**config.mk**
```make
export PLATFORM = sky130hd
export DESIGN_NAME = tusca_uc_flat
export DESIGN_NICKNAME = d
export VERILOG_FILES = /design/src/rtl/tusca_pkg.sv /design/src/rtl/tusca_uc_if.sv /design/src/rtl/tusca_watchdog.sv /design/src/rtl/tusca_uc.sv /design/src/flat_wrapper.sv
export SDC_FILE = /design/constraint.sdc
export NUM_CORES = 1
export LEC_CHECK = 0
export BUFFER_PORTS_ARGS = -buffer_cell sky130_fd_sc_hd__buf_2
export CAP_MARGIN = 20
export CORE_MARGIN = 3
export CORE_UTILIZATION = 53
export CTS_CLUSTER_DIAMETER = 100
export CTS_CLUSTER_SIZE = 12
export DETAILED_ROUTE_END_ITERATION = 10
export PLACE_DENSITY = 0.75
export SLEW_MARGIN = 20
export SYNTH_ARGS = -nofsm -noshare
export SYNTH_HDL_FRONTEND = slang
export SYNTH_SLANG_ARGS = --single-unit
```
**constraint.sdc**
```tcl
create_clock -name clock -period 1.9 [get_ports clock]
set_clock_uncertainty 0.05 [all_clocks]
set_input_delay 0.38 -clock clock [delete_from_list [all_inputs] [get_ports clock]]
set_output_delay 0.38 -clock clock [all_outputs]
set_load 0.005 [all_outputs]
```
**src/rtl/tusca_pkg.sv**
```systemverilog
// Shared types for the TUSCA control unit: state encoding and command bundle.
package tusca_pkg;

    typedef enum logic [3:0] {
        INICIAL       = 4'h0,
        CONFIG        = 4'h1,
        ESPERA_CONFIG = 4'h2,
        ERRO_CONFIG   = 4'h3,
        ZERA          = 4'h4,
        MEDE          = 4'h5,
        ESPERA_MEDIDA = 4'h6,
        GIRA          = 4'h7,
        ESPERA_DELAY  = 4'h8,
        FALHA         = 4'hF
    } estado_t;

    localparam logic [3:0] DB_FALHA = 4'hF;

    typedef struct packed {
        logic receber_config;
        logic medir_dht11;
        logic zera_delay;
        logic conta_delay;
        logic gira;
        logic falha;
    } cmd_t;

    // Moore output decode: commands depend only on the state.
    function automatic cmd_t decode_cmd(estado_t e);
        cmd_t c;
        c = '0;
        case (e)
            CONFIG:       c.receber_config = 1'b1;
            ZERA:         c.zera_delay     = 1'b1;
            MEDE:         c.medir_dht11    = 1'b1;
            GIRA:         c.gira           = 1'b1;
            ESPERA_DELAY: c.conta_delay    = 1'b1;
            FALHA:        c.falha          = 1'b1;
            default:      c = '0;
        endcase
        return c;
    endfunction

endpackage

```
**src/rtl/tusca_uc_if.sv**
```systemverilog
// Command/status bundle between the TUSCA control unit and its datapath.
interface tusca_uc_if;

    logic       iniciar;
    logic       reconfigurar;
    logic       pronto_config;
    logic       erro_config;
    logic       pronto_medida;
    logic       fim_delay;
    logic       receber_config;
    logic       medir_dht11;
    logic       zera_delay;
    logic       conta_delay;
    logic       gira;
    logic       falha;
    logic [3:0] db_estado;

    modport master (
        input  iniciar, reconfigurar, pronto_config, erro_config, pronto_medida, fim_delay,
        output receber_config, medir_dht11, zera_delay, conta_delay, gira, falha, db_estado
    );

    modport slave (
        output iniciar, reconfigurar, pronto_config, erro_config, pronto_medida, fim_delay,
        input  receber_config, medir_dht11, zera_delay, conta_delay, gira, falha, db_estado
    );

endinterface

```
**src/rtl/tusca_watchdog.sv**
```systemverilog
// Wait-state watchdog: counts enabled cycles after a clear, flags the TIMEOUT-th one.
module tusca_watchdog #(
    parameter int unsigned TIMEOUT = 50_000_000
) (
    input  logic clk,
    input  logic rst,
    input  logic clear_i,
    input  logic enable_i,
    output logic expira_o
);

    localparam int unsigned     WD_W   = (TIMEOUT > 1) ? $clog2(TIMEOUT) : 1;
    localparam logic [WD_W-1:0] LIMITE = WD_W'(TIMEOUT - 1);

    logic [WD_W-1:0] cnt_q, cnt_d;
    logic            expira_q, expira_d;

    // Saturates at LIMITE so the counter never wraps while the FSM leaves the state.
    always_comb begin
        cnt_d = cnt_q;
        if (clear_i) begin
            cnt_d = '0;
        end else if (enable_i && (cnt_q != LIMITE)) begin
            cnt_d = cnt_q + WD_W'(1);
        end
        expira_d = (cnt_d == LIMITE);
    end

    always_ff @(posedge clk or posedge rst) begin
        if (rst) begin
            cnt_q    <= '0;
            expira_q <= 1'b0;
        end else begin
            cnt_q    <= cnt_d;
            expira_q <= expira_d;
        end
    end

    assign expira_o = expira_q;

endmodule

```
**src/rtl/tusca_uc.sv**
```systemverilog
// TUSCA control unit: config load, periodic DHT11 measurement, servo step, delay; bounded retries.
// Optional macro TUSCA_UC_WATCHDOG_EN adds the wait-state watchdog and timeout transitions.
module tusca_uc
    import tusca_pkg::*;
#(
    parameter int unsigned TIMEOUT          = 50_000_000,
    parameter int unsigned MAX_TENTATIVAS   = 3,
    parameter int unsigned MEDIDAS_POR_GIRO = 4
) (
    input  logic       clock,
    input  logic       reset,
    tusca_uc_if.master bus
);

    localparam int unsigned       TENT_W   = $clog2(MAX_TENTATIVAS + 1);
    localparam int unsigned       MED_W    = $clog2(MEDIDAS_POR_GIRO + 1);
    localparam logic [TENT_W-1:0] TENT_MAX = TENT_W'(MAX_TENTATIVAS);
    localparam logic [MED_W-1:0]  MED_MAX  = MED_W'(MEDIDAS_POR_GIRO);

    estado_t           state_q, state_d;
    logic [TENT_W-1:0] tent_q, tent_d, tent_inc;
    logic [MED_W-1:0]  med_q, med_d, med_inc;
    cmd_t              cmd_q;
    logic              expira;

    assign tent_inc = tent_q + TENT_W'(1);
    assign med_inc  = med_q + MED_W'(1);

`ifdef TUSCA_UC_WATCHDOG_EN
    logic wd_clr;
    logic wd_en;

    assign wd_clr = (state_q == CONFIG) || (state_q == MEDE);
    assign wd_en  = (state_q == ESPERA_CONFIG) || (state_q == ESPERA_MEDIDA);

    tusca_watchdog #(
        .TIMEOUT (TIMEOUT)
    ) u_watchdog (
        .clk      (clock),
        .rst      (reset),
        .clear_i  (wd_clr),
        .enable_i (wd_en),
        .expira_o (expira)
    );
`else
    logic unused_timeout;

    assign unused_timeout = ^32'(TIMEOUT);
    assign expira         = 1'b0;
`endif

    // Next-state and counter update; done pulses take priority over timeouts.
    always_comb begin
        state_d = state_q;
        tent_d  = tent_q;
        med_d   = med_q;
        case (state_q)
            INICIAL: begin
                if (bus.iniciar) begin
                    state_d = CONFIG;
                    tent_d  = '0;
                    med_d   = '0;
                end
            end
            CONFIG: state_d = ESPERA_CONFIG;
            ESPERA_CONFIG: begin
                if (bus.pronto_config) begin
                    if (bus.erro_config) begin
                        state_d = ERRO_CONFIG;
                    end else begin
                        state_d = ZERA;
                        tent_d  = '0;
                    end
                end else if (expira) begin
                    state_d = ERRO_CONFIG;
                end
            end
            ERRO_CONFIG: begin
                if (tent_inc == TENT_MAX) begin
                    state_d = FALHA;
                    tent_d  = '0;
                end else begin
                    state_d = CONFIG;
                    tent_d  = tent_inc;
                end
            end
            ZERA: state_d = MEDE;
            MEDE: state_d = ESPERA_MEDIDA;
            ESPERA_MEDIDA: begin
                if (bus.pronto_medida) begin
                    tent_d = '0;
                    if (med_inc == MED_MAX) begin
                        state_d = GIRA;
                        med_d   = '0;
                    end else begin
                        state_d = ESPERA_DELAY;
                        med_d   = med_inc;
                    end
                end else if (expira) begin
                    if (tent_inc == TENT_MAX) begin
                        state_d = FALHA;
                        tent_d  = '0;
                    end else begin
                        state_d = ZERA;
                        tent_d  = tent_inc;
                    end
                end
            end
            GIRA: state_d = ESPERA_DELAY;
            ESPERA_DELAY: begin
                if (bus.reconfigurar) begin
                    state_d = CONFIG;
                    tent_d  = '0;
                    med_d   = '0;
                end else if (bus.fim_delay) begin
                    state_d = ZERA;
                end
            end
            FALHA: begin
                if (bus.iniciar) begin
                    state_d = CONFIG;
                    tent_d  = '0;
                    med_d   = '0;
                end
            end
            default: state_d = INICIAL;
        endcase
    end

    // Commands are registered from the next state so they track the state register exactly.
    always_ff @(posedge clock or posedge reset) begin
        if (reset) begin
            state_q <= INICIAL;
            tent_q  <= '0;
            med_q   <= '0;
            cmd_q   <= '0;
        end else begin
            state_q <= state_d;
            tent_q  <= tent_d;
            med_q   <= med_d;
            cmd_q   <= decode_cmd(state_d);
        end
    end

    assign bus.receber_config = cmd_q.receber_config;
    assign bus.medir_dht11    = cmd_q.medir_dht11;
    assign bus.zera_delay     = cmd_q.zera_delay;
    assign bus.conta_delay    = cmd_q.conta_delay;
    assign bus.gira           = cmd_q.gira;
    assign bus.falha          = cmd_q.falha;
    assign bus.db_estado      = state_q;

endmodule

```
**src/flat_wrapper.sv**
```systemverilog
// flat-port wrapper written by rule: the top's interface ports become plain ports
module tusca_uc_flat import tusca_pkg::*;
#(
    parameter int unsigned TIMEOUT          = 50_000_000,
    parameter int unsigned MAX_TENTATIVAS   = 3,
    parameter int unsigned MEDIDAS_POR_GIRO = 4
)
  (clock, reset, bus_iniciar, bus_reconfigurar, bus_pronto_config, bus_erro_config, bus_pronto_medida, bus_fim_delay, bus_receber_config, bus_medir_dht11, bus_zera_delay, bus_conta_delay, bus_gira, bus_falha, bus_db_estado);
  tusca_uc_if bus_i ();
  input  logic clock;
  input  logic reset;
  input wire logic [$bits(bus_i.iniciar)-1:0] bus_iniciar;
  input wire logic [$bits(bus_i.reconfigurar)-1:0] bus_reconfigurar;
  input wire logic [$bits(bus_i.pronto_config)-1:0] bus_pronto_config;
  input wire logic [$bits(bus_i.erro_config)-1:0] bus_erro_config;
  input wire logic [$bits(bus_i.pronto_medida)-1:0] bus_pronto_medida;
  input wire logic [$bits(bus_i.fim_delay)-1:0] bus_fim_delay;
  output wire logic [$bits(bus_i.receber_config)-1:0] bus_receber_config;
  output wire logic [$bits(bus_i.medir_dht11)-1:0] bus_medir_dht11;
  output wire logic [$bits(bus_i.zera_delay)-1:0] bus_zera_delay;
  output wire logic [$bits(bus_i.conta_delay)-1:0] bus_conta_delay;
  output wire logic [$bits(bus_i.gira)-1:0] bus_gira;
  output wire logic [$bits(bus_i.falha)-1:0] bus_falha;
  output wire logic [$bits(bus_i.db_estado)-1:0] bus_db_estado;
  assign bus_i.iniciar = bus_iniciar;
  assign bus_i.reconfigurar = bus_reconfigurar;
  assign bus_i.pronto_config = bus_pronto_config;
  assign bus_i.erro_config = bus_erro_config;
  assign bus_i.pronto_medida = bus_pronto_medida;
  assign bus_i.fim_delay = bus_fim_delay;
  assign bus_receber_config = bus_i.receber_config;
  assign bus_medir_dht11 = bus_i.medir_dht11;
  assign bus_zera_delay = bus_i.zera_delay;
  assign bus_conta_delay = bus_i.conta_delay;
  assign bus_gira = bus_i.gira;
  assign bus_falha = bus_i.falha;
  assign bus_db_estado = bus_i.db_estado;
  tusca_uc #(.TIMEOUT(TIMEOUT), .MAX_TENTATIVAS(MAX_TENTATIVAS), .MEDIDAS_POR_GIRO(MEDIDAS_POR_GIRO)) u_core (.clock(clock), .reset(reset), .bus(bus_i));
endmodule
```
==> results.yml <==
run_status:
  status: "finished clean"
clocking:
  clock_latency_ns: 0.30
  cts_buffers: 3
  path_clk_slew_ns: 0.10
  clk_path_buf_depth: 2
  htree_levels: 1
  hold_buffers: 0
  clkSinkCount: 15
  cts_tree: "yes"
  clockRootBuffer: "clkbuf_4"
synth:
  synth_edf_count: 0
  synth_flop_cell: "dfrtp_1"
  synth_top_area_cell: "dfrtp_1"
  ys_seq_elements: 15
  syn_nets: 106
  yosys.area.top_type_share: 0.3953
  synthArstFlopShare: 1.000
  synth.distinct_cells: 43
  ys_seq_area_frac: 0.3953
  syn-mean-instance-area_um2: 9.892
  synth_warnings: 0
  synthCells: 96
  syn_area_um2: 949.7
  synthTopCellsByArea: "dfrtp_1 40%, inv_1 3.2%, ha_1 2.6%"
grt:
  antenna_found_initial: 0
  grt.total_usage: 0.1954
  grt_max_degree: 17
  grt_pass1_wl_mm: 3.574
  first_global_vias: 778
  grt_overflow: 0
timing:
  fin_crit_ns: 1.837
  slew_violations: 0
  max_slew_margin: 0.6104
  tightest_slew_ns: 0.5838
  hold_viol: 0
  fin_ws_ns: 0.06328
  fin_crit_sh: 0.9667
  setup_viol: 0
  fmax_mhz: 544.4
cells_and_area:
  syn_to_final_growth_pct: 15.94
  antenna_cells: 0
  drive_above_1_share: 0.3534
  largest_reg_flops: 4
  final_area_um2: 1101
  fin_nets: 127
critical_path:
  r2r_slack_ns: 0.06
  worstPathRequired_ns: 2.08
  path_max_fanout: 3
  end_kind: "flip-flop"
  critPathLaunchType: "flip-flop"
  crit_type: "reg2reg"
  slowest_delay_ns: 0.43
  path_cells: "ha_2, xnor2_2, o211ai_1, o2111a_2, o211ai_2, nor3b_2"
  arrival_ns: 2.01
  cp_slowest_cell: "dfrtp_1"
place:
  port_buffers: 17
  hpwl_mm: 1.637
  placed_area_um2: 1055
  pre_cts_slack_ns: 0.04886
  globalplace.congestion: 0.7942
floorplan:
  die_x_um: 48.33
  die_area_um2: 2336
  die_h_um: 48.33
  initial_core_util: 0.5958
  ios: 18
  core_area_um2: 1594
  placementRows: 14
hold_path:
  hp-class: "in2async"
route:
  antenna_left: 0
  vias: 828
  drtPass1Iterations: 4
  drt-wirelength-per-cell_um: 16.09
  drt-total-wl_mm: 2.253
  drt_iter0_markers: 17
  viasPerCell: 5.914
  drc: 0
run:
  cap_violations: 0
power:
  p_leak_uw: 0.0005137
  ir_drop_v: 0.0009321
  p_per_area_nw_per_um2: 1330
[cell families after synthesis]
group                      after synthesis  share of synthesized area
and+or+nand+nor                         36                     0.2516
AOI/OAI and AO/OA                       26                     0.2187
adders and majority gates                2                    0.02635
DFF                                     15                     0.3953
buffers and inverters                   13                    0.06588
muxes                                    3                    0.03294
xor gates and xnor gates                 1                   0.009224
[worst paths after layout]
check                                 startpoint                   endpoint  depth (start not counted)
worst max-delay path             u_core.med_q[0]  u_core.bus.receber_config                          6
worst min-delay path                       reset           u_core.tent_q[1]                          2
worst max register to register   u_core.med_q[0]  u_core.bus.receber_config                          6
worst min register to register  u_core.tent_q[1]           u_core.tent_q[1]                          1
max in group asynchronous                  reset    u_core.bus.db_estado[3]                          2
min in group clock                   bus_iniciar           u_core.bus.falha                          2
[where the power goes]
part / switching [µW] / internal, µW / total [µW]
logic: 356 / 346 / 702
clock network: 113 / 78.6 / 191
registers: 167 / 403 / 571
[Yosys cell counts (2+ instances only)]
master and n:
ha_1 2, a21oi_1 2, inv_1 8, nor2_1 6
dfrtp_1 15, nand2b_1 3, nand3b_1 2, mux2i_1 2
and3_1 2, nand4_1 3, nor3b_2 2, o21ai_1 4
nor3_1 2, nand2_1 3, nor2b_1 4, or3_1 2
buf_4 3, a31oi_1 2, buf_2 2, o21ai_0 4
[metrics by stage]
step / setup TNS [ns] / utilization / power [µW] / hold WS, ns / instances
6_report: 0 / 0.6907 / 1464 / 0.07269 / 140
5_1_grt: -0.1318 / 0.6907 / 1562 / 0.1161 / 140
4_1_cts: 0 / 0.6790 / 1447 / 0.09251 / 139
3_5_place_dp: 0 / 0.6617 / 1256 / 0.4164 / 135
3_3_place_gp: 0 / 0.6617 / 1230 / 0.4041 / 135
2_1_floorplan: 0 / - / 1071 / 0.2315 / 96
[metal layers]
metal	share of wire	global-route usage
met1	0.40	0.2515
met5	0	0
met3	0.087	0.03374
met4	0.022	0.09479
met2	0.49	0.3188
[cell type report]
| class | instances | area (µm²) |
|---|---|---|
| Fill cell | 117 | 493.0 |
| Inverter | 8 | 30.03 |
| Multi-Input combinational cell | 68 | 521.8 |
| Sequential cell | 15 | 376.6 |
| Clock buffer | 3 | 22.52 |
| Timing Repair Buffer | 21 | 115.1 |
| Clock inverter | 1 | 5.005 |
| Tap cell | 24 | 30.03 |
[layout by cell type, fill, tap and decap left out, drive strengths merged]
cell	count
and3	2
o22ai	1
nand4	4
buf	21
ha	2
nor2b	4
o41ai	1
or3	2
nor3b	2
dfrtp	15
a21oi	3
nand2	3
mux2i	2
mux2	1
nand3	1
o21a	1
xnor2	1
nand3b	2
o2111ai	1
o32a	1
nor2	6
or2	2
nand2b	3
o21ai	9
clkbuf	3
o2111a	1
nand4bb	1
inv	8
a31oi	2
and4bb	1
clkinv	1
nor3	3
o211ai	3
a211o	2
a21boi	1
[worst max-delay path, delay by kind of cell (launching register included)]
kind            cells  cell delay (ns)
simple gates        1             0.18
fa+ha+maj           1             0.24
flops               1             0.43
xor+xnor            1             0.15
compound gates      3             0.71
[what timing repair did]
| item | in CTS | in global routing |
|---|---|---|
| gates resized for setup | 0 | 3 |
| setup buffers | 0 | 1 |
| endpoints found under the setup margin | 0 | 3 |
No activity file was read; power rests on OpenSTA's default activity.
